<file path="config.mk">
export PLATFORM = sky130hd
export DESIGN_NAME = hyperbus_clk_seq
export DESIGN_NICKNAME = d
export VERILOG_FILES = /design/src/rtl/hyperbus_clk_seq.sv
export SDC_FILE = /design/constraint.sdc
export NUM_CORES = 1
export LEC_CHECK = 0
export CAP_MARGIN = 25
export CORE_ASPECT_RATIO = 0.75
export CORE_MARGIN = 10
export CORE_UTILIZATION = 54
export CTS_BUF_LIST = sky130_fd_sc_hd__clkbuf_2
export DETAILED_ROUTE_END_ITERATION = 8
export GPL_TIMING_DRIVEN = 0
export PLACE_DENSITY = 0.79
export SYNTH_ARGS = -nofsm -noshare
export SYNTH_HDL_FRONTEND = slang
export SYNTH_SLANG_ARGS = --single-unit
</file>
<file path="constraint.sdc">
create_clock -name clk_i -period 2.47 [get_ports clk_i]
set_input_delay 0.494 -clock clk_i [delete_from_list [all_inputs] [get_ports clk_i]]
set_output_delay 0.494 -clock clk_i [all_outputs]
set_load 0.05 [all_outputs]
</file>
<file path="src/rtl/hyperbus_clk_seq.sv">
// HyperBus clock-enable / chip-select sequencer: walks one transaction through
// CS setup, CA, latency, data, CS hold and CS recovery, enforcing tCSM.
module hyperbus_clk_seq #(
  parameter int CS_SETUP_CYCLES = 1,
  parameter int CS_HOLD_CYCLES  = 1,
  parameter int CS_HIGH_CYCLES  = 2,
  parameter int MAX_CS_CYCLES   = 512,
  parameter int LEN_W           = 16
) (
  input  logic             clk_i,
  input  logic             rst_i,
  input  logic             req_valid_i,
  output logic             req_ready_o,
  input  logic [LEN_W-1:0] req_len_i,
  input  logic [3:0]       req_lat_i,
  input  logic             req_nolat_i,
  input  logic             lat_2x_i,
  input  logic             data_ready_i,
  input  logic             abort_i,
  output logic             clk_en_o,
  output logic             cs_no,
  output logic             ca_phase_o,
  output logic             data_phase_o,
  output logic             done_o,
  output logic             err_o
);

  localparam int CSW = $clog2(MAX_CS_CYCLES + 16);

  typedef enum logic [2:0] {
    ST_IDLE,
    ST_CS_SETUP,
    ST_CA,
    ST_LAT,
    ST_DATA,
    ST_CS_HOLD,
    ST_RECOVER
  } state_t;

  state_t             state_reg, state_next;
  logic [4:0]         cnt_reg, cnt_next;
  logic [LEN_W-1:0]   words_reg, words_next;
  logic [LEN_W-1:0]   len_reg, len_next;
  logic [3:0]         lat_reg, lat_next;
  logic               nolat_reg, nolat_next;
  logic               err_flag_reg, err_flag_next;
  logic [CSW-1:0]     cs_cnt_reg, cs_cnt_next;

  logic ready_reg, cs_n_reg, ca_reg, clk_run_reg, data_st_reg, done_reg, err_out_reg;

  logic       cs_active;
  logic       burst_state;
  logic       tcsm_expired;
  logic       kill;
  logic [4:0] eff_lat;

  assign cs_active    = state_reg inside {ST_CS_SETUP, ST_CA, ST_LAT, ST_DATA, ST_CS_HOLD};
  assign burst_state  = state_reg inside {ST_CA, ST_LAT, ST_DATA};
  // cs_cnt_next is the CS-low count including the current cycle
  assign cs_cnt_next  = cs_active ? cs_cnt_reg + 1'b1 : '0;
  assign tcsm_expired = burst_state && (cs_cnt_next >= CSW'(MAX_CS_CYCLES));
  assign kill         = tcsm_expired || (abort_i && (burst_state || state_reg == ST_CS_SETUP));
  assign eff_lat      = lat_2x_i ? {lat_reg, 1'b0} : {1'b0, lat_reg};

  always_comb begin
    state_next    = state_reg;
    cnt_next      = cnt_reg;
    words_next    = words_reg;
    len_next      = len_reg;
    lat_next      = lat_reg;
    nolat_next    = nolat_reg;
    err_flag_next = err_flag_reg;

    case (state_reg)
      ST_IDLE: begin
        if (req_valid_i) begin
          state_next    = ST_CS_SETUP;
          cnt_next      = 5'(CS_SETUP_CYCLES);
          len_next      = req_len_i;
          lat_next      = req_lat_i;
          nolat_next    = req_nolat_i;
          err_flag_next = 1'b0;
        end
      end
      ST_CS_SETUP: begin
        if (cnt_reg == 5'd1) begin
          state_next = ST_CA;
          cnt_next   = 5'd3;
        end else begin
          cnt_next = cnt_reg - 1'b1;
        end
      end
      ST_CA: begin
        if (cnt_reg == 5'd1) begin
          if (!nolat_reg && eff_lat != 5'd0) begin
            state_next = ST_LAT;
            cnt_next   = eff_lat;
          end else if (len_reg == '0) begin
            state_next = ST_CS_HOLD;
            cnt_next   = 5'(CS_HOLD_CYCLES);
          end else begin
            state_next = ST_DATA;
            words_next = len_reg;
          end
        end else begin
          cnt_next = cnt_reg - 1'b1;
        end
      end
      ST_LAT: begin
        if (cnt_reg == 5'd1) begin
          if (len_reg == '0) begin
            state_next = ST_CS_HOLD;
            cnt_next   = 5'(CS_HOLD_CYCLES);
          end else begin
            state_next = ST_DATA;
            words_next = len_reg;
          end
        end else begin
          cnt_next = cnt_reg - 1'b1;
        end
      end
      ST_DATA: begin
        if (data_ready_i) begin
          words_next = words_reg - 1'b1;
          if (words_reg == LEN_W'(1)) begin
            state_next = ST_CS_HOLD;
            cnt_next   = 5'(CS_HOLD_CYCLES);
          end
        end
      end
      ST_CS_HOLD: begin
        if (cnt_reg == 5'd1) begin
          state_next = ST_RECOVER;
          cnt_next   = 5'(CS_HIGH_CYCLES);
        end else begin
          cnt_next = cnt_reg - 1'b1;
        end
      end
      ST_RECOVER: begin
        if (cnt_reg == 5'd1) begin
          state_next    = ST_IDLE;
          err_flag_next = 1'b0;
        end else begin
          cnt_next = cnt_reg - 1'b1;
        end
      end
      default: state_next = ST_IDLE;
    endcase

    // Abort and tCSM expiry share one path so they raise a single error
    if (kill) begin
      state_next    = ST_CS_HOLD;
      cnt_next      = 5'(CS_HOLD_CYCLES);
      err_flag_next = 1'b1;
    end
  end

  always_ff @(posedge clk_i or posedge rst_i) begin
    if (rst_i) begin
      state_reg    <= ST_IDLE;
      cnt_reg      <= '0;
      words_reg    <= '0;
      len_reg      <= '0;
      lat_reg      <= '0;
      nolat_reg    <= 1'b0;
      err_flag_reg <= 1'b0;
      cs_cnt_reg   <= '0;
      ready_reg    <= 1'b1;
      cs_n_reg     <= 1'b1;
      ca_reg       <= 1'b0;
      clk_run_reg  <= 1'b0;
      data_st_reg  <= 1'b0;
      done_reg     <= 1'b0;
      err_out_reg  <= 1'b0;
    end else begin
      state_reg    <= state_next;
      cnt_reg      <= cnt_next;
      words_reg    <= words_next;
      len_reg      <= len_next;
      lat_reg      <= lat_next;
      nolat_reg    <= nolat_next;
      err_flag_reg <= err_flag_next;
      cs_cnt_reg   <= cs_cnt_next;
      // Outputs are registered from the next state so they align with it
      ready_reg    <= (state_next == ST_IDLE);
      cs_n_reg     <= (state_next == ST_IDLE) || (state_next == ST_RECOVER);
      ca_reg       <= (state_next == ST_CA);
      clk_run_reg  <= (state_next == ST_CA) || (state_next == ST_LAT);
      data_st_reg  <= (state_next == ST_DATA);
      done_reg     <= (state_next == ST_RECOVER) && (cnt_next == 5'd1);
      err_out_reg  <= (state_next == ST_RECOVER) && (cnt_next == 5'd1) && err_flag_next;
    end
  end

  assign req_ready_o  = ready_reg;
  assign cs_no        = cs_n_reg;
  assign ca_phase_o   = ca_reg;
  assign data_phase_o = data_st_reg & data_ready_i;
  assign clk_en_o     = clk_run_reg | data_phase_o;
  assign done_o       = done_reg;
  assign err_o        = err_out_reg;

endmodule
</file>
# --- Word level (Yosys, flattened, before mapping) ---
# Cells that the tools add are included.
totals:
  reg_bits: 63
  input_bits: 27
  out_inout_bits: 7
  wordCells: 92
classes:
  n_addsub: 3
  n_lt_le_gt_ge: 1
  eq_ne: 17
  muxes: 36
  n_bitwise: 2
  n_reduce_logical: 18
ops:
  columns: ["cell", "count"]
  rows:
  - ["16-bit 2-to-1 mux", 5]
  - ["5-bit 2-to-1 mux", 12]
  - ["16-bit one-hot mux with 3 select lines", 1]
  - ["5-bit one-hot mux with 7 select lines", 1]
  - ["3-bit 2-to-1 mux", 10]
  - ["3-bit one-hot mux with 7 select lines", 1]
  - ["16-bit by 1-bit equality test with 1-bit output, second input constant", 1]
  - ["16-bit logical NOT", 1]
  - ["16-bit by 1-bit subtractor with 16-bit output, second input constant", 1]
  - ["3-bit equality test, second input constant", 5]
  - ["3-bit by 2-bit equality test with 1-bit output, second input constant", 4]
  - ["10-bit by 1-bit adder with 10-bit output, second input constant", 1]
  - ["5-bit by 1-bit equality test with 1-bit output, second input constant", 2]
  - ["10-bit greater-or-equal comparator, second input constant", 1]
  - ["10-bit 2-to-1 mux", 1]
  - ["5-bit nonzero test", 2]
  - ["3-bit logical NOT", 2]
  - ["1-bit logical AND", 5]
  - ["5-bit AND reduction", 1]
  - ["5-bit by 1-bit subtractor with 5-bit output, second input constant", 1]
  - ["1-bit logical OR", 4]
  - ["1-bit 2-to-1 mux", 4]
  - ["2-bit by 1-bit != test with 1-bit output, second input constant", 2]
  - ["2-bit != test, second input constant", 2]
  - ["7 further kinds", 7]

# --- Longest topological paths before layout ---
logic_depth:
  depth_word: 10
  mapped_depth: 12
  ltp_nobuf: 12

# --- Worst setup path after synthesis ---
# OpenSTA, ideal clock, no wires.
synth_path:
  path_type: "register to register"
  start: "register cnt_reg[1]"
  end: "register err_out_reg (netlist: err_o)"
  setup_time_ns: 0.072
  t_arrival_ns: 2.236
  t_required_ns: 2.398
  slack_ns: 0.162
  path_stages_with_launch: 12
  n_path_buf: 0
  period_less_slack_ns: 2.308
  path_cell_list: "dfrtp_1 > inv_1 > ha_1 > nor4b_4 > inv_2 > ha_1 > o22ai_1 > o2bb2ai_1 > a21oi_1 > nand4_1 > or3b_1 > nor2_1"
synth_between:
  word_cells_on_any_way: 28
  classes_between: "add/sub: 1; eq/ne: 3; mux: 22; reduce/logical: 2"
synth_lines:
  columns: ["element", "line", "source"]
  rows:
  - ["from (decl)", "41", "logic [4:0] cnt_reg, cnt_next;"]
  - ["from (signal assigned)", "177", "cnt_reg <= cnt_next;"]
  - ["5-bit by 1-bit equality test with 1-bit output *", null, null]
  - ["5-bit 2-to-1 mux, on equally long branches", null, null]
  - ["5-bit one-hot mux with 7 select lines *", "74", "case (state_reg)"]
  - ["5-bit 2-to-1 mux *", "151", "if (kill) begin"]
  - ["via cnt_next[0]", "41", null]
  - ["5-bit by 1-bit equality test with 1-bit output *", "191", "err_out_reg <= (state_next == ST_RECOVER) && (cnt_next == 5'd1) && err_flag_next;"]
  - ["1-bit logical AND * (2 in a row)", "191", null]
  - ["to (signal assigned)", "191", null]
  - ["to (decl)", "49", "logic ready_reg, cs_n_reg, ca_reg, clk_run_reg, data_st_reg, done_reg, err_out_reg;"]
# Mark *: on every way through the listed nets, which the timed path passes. The rest lies on a longest branch.
# A chain may end at the register's enable or synchronous reset.

# --- Final worst setup path ---
layout_path:
  start: "input data_ready_i"
  end: "output clk_en_o"
layout_between:
  elab_chain_len: 2
layout_rtl:
  columns: ["element", "line", "source"]
  rows:
  - ["from (decl)", "18", "input logic data_ready_i,"]
  - ["1-bit bitwise AND", "198", "assign data_phase_o = data_st_reg & data_ready_i;"]
  - ["1-bit bitwise OR", "199", "assign clk_en_o = clk_run_reg | data_phase_o;"]
  - ["to (decl)", "20", "output logic clk_en_o,"]
# Every way passes these cells.

==> results.toml <==
[worst_setup_path]
path_buf_inv = 2
cp_slowest_cell = "clkdlybuf4s50_1"
cp.required_ns = 1.98
crit_path_end_kind = "primary output"
cpPeakStageDelay_ns = 0.50
path_class = "primary input to primary output"
r2r_end = "words_reg[7]"
worst-path-max-fanout = 3
crit_chain = "clkdlybuf4s50_1, and2_1, or2_2, dlygate4sd2_1"
timing.rr.start = "len_reg[11]"
reg2reg_slack_ns = 0.08
crit_path_start_kind = "primary input"
path_delay_family = "buffers and inverters"
cp.arrival_ns = 1.90
worst_r2r_path_depth = 7

[logic_synthesis]
synth-edff-count = 0
synthArstFlopShare_pct = 100
synth_area_per_cell_sq_um = 8.45
synth_nets = 450
synthCells = 416
synthTopCellsByArea = "dfrtp_1 43%, nand2_1 8.0%, nor2_1 4.9%"
synth.most_common_cell = "nand2_1"
synth_area_sq_mm = 0.00352
ys_top_cells_by_count = "75 x nand2_1, 61 x dfrtp_1, 46 x nor2_1, 31 x a21oi_1, 28 x o21ai_0"
yosysSeqAreaShare_pct = 44.9
ys_types = 57
yosysWarnings = 0
ys_seq_elements = 63
synth_top_area_share_pct = 43.4
synth_top_area_cell = "dfrtp_1"
synth_ff_type = "dfrtp_1"

[global_routing]
grt_pass1_vias = 3249
grt_pass1_wl_mm = 16.3
antenna_found_initial = 0
grt_max_degree = 39
grt_use_total_pct = 19.2
grt-ovfl-total = 0

[timing]
hold_violations = 0
slew_viol_final = 0
period_minus_slack_ns = 2.39
hold_slack_ns = 0.324
rsz0062_at_grt = "true"
fin_setup_tns_ns = 0
worstMarginPinSlew_ns = 0.586
max_freq_ghz = 0.418
setup_viol = 0
skew_ns = 0.0306
relSlewSlack_pct = 60.9
fin_crit_sh_pct = 97.0

[layout]
finalNetCount = 502
seqCellArea_sq_mm = 0.00158
multiInputGateArea_sq_mm = 0.00183
n_antenna_cell = 0
fill_cells = 541
drive_above_1_share_pct = 11.8
syn_to_final_growth_pct = 18.5

[die]
die_area_sq_mm = 0.0102
core-area_sq_mm = 0.00632
ios = 34
start_util_pct = 55.6
die_w_microns = 113
die_h_microns = 89.9
rows = 25

[clock_tree]
cts_buffers = 9
path_clk_slew_ns = 0.19
clk_path_buf_depth = 2
insertion_delay_ns = 0.53
cts_tree = "built"
cts_max_level = 3
clock-sinks = 63
cts_hold_buf = 0
clk_root_buffer_cell = "clkbuf_2"

[power_and_ir_drop]
p_per_area_mw_per_mm2 = 1240
leakagePower_nw = 1.86
power_mw = 5.17
max-vdd-ir-drop_uv = 691

[drt]
vias = 3307
avgViaCountPerCell = 5.97
detail-route-antenna-nets = 0
wire_per_inst_microns = 17.2
drc = 0
wirelength_mm = 9.53
firstDrtPassIters = 5
initialDrtViolationCount = 289

[placement]
portBuffers = 32
place.gp.congestion = 0.944
hpwl_mm = 6.85

[run_status]
status = "complete, no violations"

[hold_path]
hold_class = "primary input to asynchronous set/reset pin"

[job]
drv_cap = 0
layout by cell type, fill, tap and decap left out, types with 3 or more instances in the layout:
cell	count
clkbuf_2	19
nor4_1	8
inv_1	12
nor2b_1	4
and2_1	3
nor2_1	45
nand4_1	4
dfrtp_1	60
nor3_1	11
a31oi_1	7
o22ai_1	6
ha_1	6
or4_1	3
o21ai_0	27
nand2_1	75
or3_1	5
clkbuf_1	13
xor2_1	6
inv_2	3
buf_4	8
clkdlybuf4s50_1	30
a22oi_1	4
xnor2_1	4
nand3_1	7
a21oi_1	31
or2_2	3
mux2i_1	4
a211oi_1	3
and3_1	4
o22a_1	6
worst register-to-register path, cell delays in order (launching register included):
cell       delay [ns]
dfrtp_1          0.46
nor4_2           0.46
nand4_1          0.28
o2111ai_1        0.19
a21boi_2         0.35
clkbuf_2         0.30
a21oi_1          0.06
o22a_1           0.20
cell families (layout without fill, tap and decap cells):
kind of cell,Yosys count,in the layout,share of synthesized area (%)
buffers and inverters,37,94,3.95
xor gates and xnor gates,10,10,2.49
and+or+nand+nor,190,190,26.6
AOI/OAI and AO/OA,105,105,18.4
adders and majority gates,7,7,2.49
muxes,4,4,1.14
DFF,63,63,44.9
stage by stage:
| step | std cells | setup WS (ns) | utilization (%) | instance area, sq um |
|---|---|---|---|---|
| after global placement | 529 | -0.728 | 62.3 | 3940 |
| final | 554 | 0.0752 | 66.0 | 4170 |
| after floorplan | 416 | 0.162 | - | 3520 |
| after detailed placement | 530 | -0.253 | 62.6 | 3960 |
| after global routing | 554 | -0.0413 | 66.0 | 4170 |
| after CTS | 550 | 0.00485 | 65.0 | 4110 |
final cells by class:
type | instances | area share (%)
clock buffers | 11 | 1.32
multi-input cells | 316 | 44.0
repair buffers | 41 | 9.55
clock inverters | 5 | 1.20
inverters | 15 | 1.35
plain buffers | 22 | 2.22
flip-flops and latches | 63 | 37.9
well taps | 81 | 2.43
how the worst max path moves through the flow:
stage / cells past startpoint / from / to
floorplan: 11 / cnt_reg[1] / err_o
global placement: 2 / rst_i / cnt_reg[3]
detailed placement: 11 / cnt_reg[1] / done_o
CTS: 6 / len_reg[9] / words_reg[4]
global route: 7 / state_reg[0] / words_reg[3]
finish: 4 / data_ready_i / clk_en_o
power by group:
group          leakage [nW]  switching (mW)  internal (mW)  total, mW
sequential            0.794           0.452           1.44       1.89
clock                0.0670           0.385          0.234      0.619
combinational         0.996            1.60           1.06       2.66
total                  1.86            2.44           2.73       5.17
metal layers:
| metal | vias to the layer above | global-route usage, % | wire length, microns |
|---|---|---|---|
| met1 | 1555 | 26.2 | 4420 |
| met3 | 7 | 6.04 | 937 |
| met4 | 0 | 4.96 | 77 |
| li1 | 1584 | - | - |
| met5 | - | 0 | 0 |
| met2 | 161 | 28.5 | 4090 |
what timing repair did:
action | in CTS | in global routing
buffers inserted | 4 | 4
setup endpoints to repair | 21 | 28
pin swaps | 0 | 3
resized for setup | 8 | 19
No activity file was read; power rests on OpenSTA's default activity.
